**src/rtl/axi_stream_upsizing.sv**
```systemverilog
// axi_stream_upsizing: packs a narrow AXI-stream (1<<IEW bytes/beat) into a
// wide AXI-stream (1<<OEW bytes/beat), filling lanes little-endian.
// A word goes out early on i_tlast. Partial words carry tkeep marking the
// bytes that were written. Bytes whose input keep bit is clear are stored
// as zero, so unwritten and unkept lanes always read back as data=0, keep=0.
module axi_stream_upsizing #(
    parameter int IEW = 0,
    parameter int OEW = 2
) (
    input  logic                  rstn,
    input  logic                  clk,
    output logic                  i_tready,
    input  logic                  i_tvalid,
    input  logic [(8<<IEW)-1:0]   i_tdata,
    input  logic [(1<<IEW)-1:0]   i_tkeep,
    input  logic                  i_tlast,
    input  logic                  o_tready,
    output logic                  o_tvalid,
    output logic [(8<<OEW)-1:0]   o_tdata,
    output logic [(1<<OEW)-1:0]   o_tkeep,
    output logic                  o_tlast
);

    localparam int IDXW = OEW - IEW;
    localparam int R    = 1 << IDXW;
    localparam int IB   = 1 << IEW;
    localparam int OB   = 1 << OEW;

    logic [8*OB-1:0] acc_data_q, acc_data_d;
    logic [OB-1:0]   acc_keep_q, acc_keep_d;
    logic [IDXW-1:0] idx_q, idx_d;
    logic            o_tvalid_q, o_tvalid_d;
    logic [8*OB-1:0] o_tdata_q, o_tdata_d;
    logic [OB-1:0]   o_tkeep_q, o_tkeep_d;
    logic            o_tlast_q, o_tlast_d;

    logic [8*OB-1:0] merged_data;
    logic [OB-1:0]   merged_keep;
    logic            accept;
    logic            null_beat;
    logic            completing;
    logic            flush;

    // Ready depends only on the output register state and o_tready.
    assign i_tready   = ~o_tvalid_q | o_tready;
    assign accept     = i_tvalid & i_tready;
    assign null_beat  = (i_tkeep == '0);
    assign completing = accept & ~null_beat & ((idx_q == IDXW'(R - 1)) | i_tlast);
    assign flush      = accept & null_beat & i_tlast & (acc_keep_q != '0);

    // Accumulator with the incoming beat dropped into lane group idx.
    always_comb begin
        merged_data = acc_data_q;
        merged_keep = acc_keep_q;
        for (int g = 0; g < R; g++) begin
            if (idx_q == IDXW'(g)) begin
                for (int b = 0; b < IB; b++) begin
                    merged_data[(g*IB+b)*8 +: 8] = i_tkeep[b] ? i_tdata[b*8 +: 8] : 8'h00;
                    merged_keep[g*IB+b]          = i_tkeep[b];
                end
            end
        end
    end

    // Next-state for accumulator and output register.
    always_comb begin
        acc_data_d = acc_data_q;
        acc_keep_d = acc_keep_q;
        idx_d      = idx_q;
        o_tvalid_d = o_tvalid_q;
        o_tdata_d  = o_tdata_q;
        o_tkeep_d  = o_tkeep_q;
        o_tlast_d  = o_tlast_q;

        if (o_tready) begin
            o_tvalid_d = 1'b0;
        end

        if (completing) begin
            o_tvalid_d = 1'b1;
            o_tdata_d  = merged_data;
            o_tkeep_d  = merged_keep;
            o_tlast_d  = i_tlast;
            acc_data_d = '0;
            acc_keep_d = '0;
            idx_d      = '0;
        end else if (flush) begin
            o_tvalid_d = 1'b1;
            o_tdata_d  = acc_data_q;
            o_tkeep_d  = acc_keep_q;
            o_tlast_d  = 1'b1;
            acc_data_d = '0;
            acc_keep_d = '0;
            idx_d      = '0;
        end else if (accept && !null_beat) begin
            acc_data_d = merged_data;
            acc_keep_d = merged_keep;
            idx_d      = idx_q + IDXW'(1);
        end
    end

    // State registers, cleared asynchronously.
    always_ff @(posedge clk or negedge rstn) begin
        if (!rstn) begin
            acc_data_q <= '0;
            acc_keep_q <= '0;
            idx_q      <= '0;
            o_tvalid_q <= 1'b0;
            o_tdata_q  <= '0;
            o_tkeep_q  <= '0;
            o_tlast_q  <= 1'b0;
        end else begin
            acc_data_q <= acc_data_d;
            acc_keep_q <= acc_keep_d;
            idx_q      <= idx_d;
            o_tvalid_q <= o_tvalid_d;
            o_tdata_q  <= o_tdata_d;
            o_tkeep_q  <= o_tkeep_d;
            o_tlast_q  <= o_tlast_d;
        end
    end

    assign o_tvalid = o_tvalid_q;
    assign o_tdata  = o_tdata_q;
    assign o_tkeep  = o_tkeep_q;
    assign o_tlast  = o_tlast_q;

endmodule

```
**config.mk**
```make
export PLATFORM = sky130hd
export DESIGN_NAME = axi_stream_upsizing
export DESIGN_NICKNAME = d
export VERILOG_FILES = /design/src/rtl/axi_stream_upsizing.sv
export SDC_FILE = /design/constraint.sdc
export NUM_CORES = 1
export LEC_CHECK = 0
export CORE_MARGIN = 2
export CORE_UTILIZATION = 55
export CTS_CLUSTER_DIAMETER = 60
export DETAILED_ROUTE_END_ITERATION = 10
export GPL_ROUTABILITY_DRIVEN = 0
export PLACE_DENSITY = 0.78
export SLEW_MARGIN = 20
export SYNTH_ARGS = -nofsm -noshare
export SYNTH_HDL_FRONTEND = slang
export SYNTH_SLANG_ARGS = --single-unit
```
**constraint.sdc**
```tcl
create_clock -name clk -period 3.4 [get_ports clk]
set_input_delay 0.51 -clock clk [delete_from_list [all_inputs] [get_ports clk]]
set_output_delay 0.51 -clock clk [all_outputs]
set_load 0.05 [all_outputs]
```
==> flow_summary.json <==
{
  "status": "finished clean",
  "final_cells": 499,
  "fill_cells": 525,
  "vias": 2991,
  "grt_pass1_vias": 2961,
  "power_frac_seq_pct": 35.3,
  "wirelength_um": 8777,
  "dp.final_hpwl_um": 5457,
  "synth_edf_count": 0,
  "syn2layout_area_growth_pct": 19.56,
  "min_path_type": "primary input to asynchronous set/reset pin",
  "cap_violations": 0,
  "slew_viol_final": 0,
  "drive_gt1_share_pct": 12.80,
  "fin_crit_sh_pct": 81.73,
  "drt_iter0_drc": 303,
  "die_x_um": 86.28,
  "root_buffer": "clkbuf_8",
  "crit_required_ns": 2.89,
  "grt_max_degree": 63,
  "hold_violations": 0,
  "pwr-share-comb_pct": 43.4,
  "critPathCaptureType": "output port",
  "period_needed_ns": 2.779,
  "die_y_um": 86.28,
  "fin_ws_ns": 0.6213,
  "p_clk_share_pct": 21.3,
  "critPathKind": "primary input to output port",
  "ys_seq_area_share_pct": 51.08,
  "numPortBuffers": 52,
  "drc": 0,
  "cts_max_level": 3,
  "fin_area_um2": 4452,
  "synth.distinct_cells": 30,
  "switching_power_mw": 1.449,
  "clockBufferDepth": 2,
  "synth_cells": 373,
  "place_ws_ns": 0.6487,
  "vdd_drop_max_mv": 0.4213,
  "multi_input_area_um2": 1623,
  "cts_sinks": 76,
  "worstSetupStartpointType": "primary input",
  "slew_headroom_pct": 41.27,
  "setup_viol": 0,
  "cp_data_arrival_time_ns": 2.27,
  "synth_area_leaders": "dfrtp_1, a21oi_1, mux2_2",
  "drt_first_pass_iters": 5,
  "p_sw_share_pct": 41.26,
  "yosysTopAreaCell": "dfrtp_1",
  "postLayoutCoreUtil_pct": 68.93,
  "synthArstFlopShare_pct": 100.0,
  "ctsResizeCount": 0,
  "core_area_um2": 6459,
  "ys_warn_count": 0,
  "start_util_pct": 57.65,
  "fin_hold_ws_ns": 0.2750,
  "p_leak_nw": 2.063,
  "seq_area_um2": 1902,
  "ys.flop_type": "dfrtp_1",
  "finalClockSkew_ns": 0.009817,
  "wl_per_cell_um": 17.59,
  "cp_max_fo": 6,
  "route.antenna.remaining_nets": 0,
  "final.setup.tns_ns": 0,
  "final_common_cell": "dfrtp_1",
  "worst_pin_slew_ns": 0.8810,
  "postSynthAreaPerCell_um2": 9.983,
  "row_count": 29,
  "antenna_cells": 0,
  "cts_hold_buf": 0,
  "syn_area_um2": 3724,
  "powerDensity_nw_per_um2": 788.9,
  "synthesis.nets": 391,
  "final_cell_mix": "dfrtp_1, a21oi_1, nor2_1, clkdlybuf4s50_1, nand2_1",
  "path_clk_slew_ns": 0.08,
  "internal_power_mw": 2.063,
  "timing.fmax_ghz": 0.3599,
  "yosys_register_bits": 76,
  "synth.top_cell.area_share_pct": 51.08,
  "power_mw": 3.512,
  "cts_buffers": 9,
  "grt_pass1_wl_um": 14630,
  "rsz0062_at_grt": "false",
  "clock_latency_ns": 0.35,
  "grt_util_all_layers_pct": 25.32,
  "layout.nets": 435,
  "grt_antenna_before_repair": 0,
  "place_area_um2": 4243,
  "vias_per_cell": 5.994,
  "cts_tree": "built",
  "ios": 53,
  "dieArea_um2": 7444,
  "grt.overflow.total": 0,
  "placed_cells": 483,
  "postCtsSetupBuffers": 0
}
-- path summary, 6_finish.rpt --
kind                       startpoint             to  slack [ns]  cells after the start
max                          o_tready       i_tready        0.62                      4
min                              rstn  acc_keep_q[3]        0.28                      1
max reg2reg                  o_tvalid    o_tdata[25]        1.42                      5
min reg2reg                o_tdata[1]     o_tdata[1]        0.52                      2
max in group asynchronous        rstn  acc_keep_q[0]        2.43                      2
min in group clk           o_tdata[1]     o_tdata[1]        0.52                      2
-- logic make-up (layout without fill, tap and decap cells) --
group / Yosys count / count (layout) / synth area share [%]
buffers and inverters: 33 / 82 / 5.477
muxes: 37 / 37 / 10.75
and+or+nand+nor: 122 / 122 / 15.22
AOI/OAI and AO/OA: 101 / 101 / 16.13
DFF: 76 / 76 / 51.08
adders and majority gates: 4 / 4 / 1.344
-- power groups by stage --
stage	clock, mW	sequential [mW]	combinational [mW]
floorplan	0	1.83	0.455
global placement	0	1.25	1.50
detailed placement	0	1.26	1.52
CTS	0.754	1.24	1.53
global route	0.795	1.26	1.61
finish	0.748	1.24	1.52
-- synth_stat cells, drive strengths merged, types with 3 or more instances --
| cell type | instances |
|---|---|
| a221oi | 4 |
| nand2 | 39 |
| a22oi | 32 |
| nand2b | 3 |
| dfrtp | 76 |
| buf | 15 |
| a21oi | 64 |
| and2 | 8 |
| nor2 | 51 |
| clkbuf | 15 |
| mux2 | 24 |
| inv | 3 |
| ha | 4 |
| and3 | 9 |
| mux2i | 13 |
| nand3 | 3 |
-- registers in the layout, summed over array words and instances (netlist names) --
register    count
acc_data_q     32
acc_keep_q      4
idx_q           2
o_tdata        32
o_tkeep         4
o_tlast         1
o_tvalid        1
-- critical path: stages --
cell,delay [ns]
clkdlybuf4s50_1,0.46
and2b_1,0.25
inv_1,0.19
clkdlybuf4s50_1,0.86
-- routing by layer --
| metal | track usage (%) | routed length [um] | up-vias |
|---|---|---|---|
| met3 | 4.667 | 481 | 15 |
| met1 | 35.15 | 3872 | 1489 |
| li1 | - | - | 1390 |
| met4 | 10.80 | 195 | 0 |
| met2 | 39.39 | 4227 | 97 |
| met5 | 0 | 0 | - |
-- area by class of cell --
type,count,area share (%)
sequential,76,42.72
multi-input combinational,264,36.45
timing repair buffer,63,13.72
clock buffer,12,3.035
tap,77,2.164
clock inverter,4,1.658
inverter,3,0.2530
No activity file was read; power rests on OpenSTA's default activity.
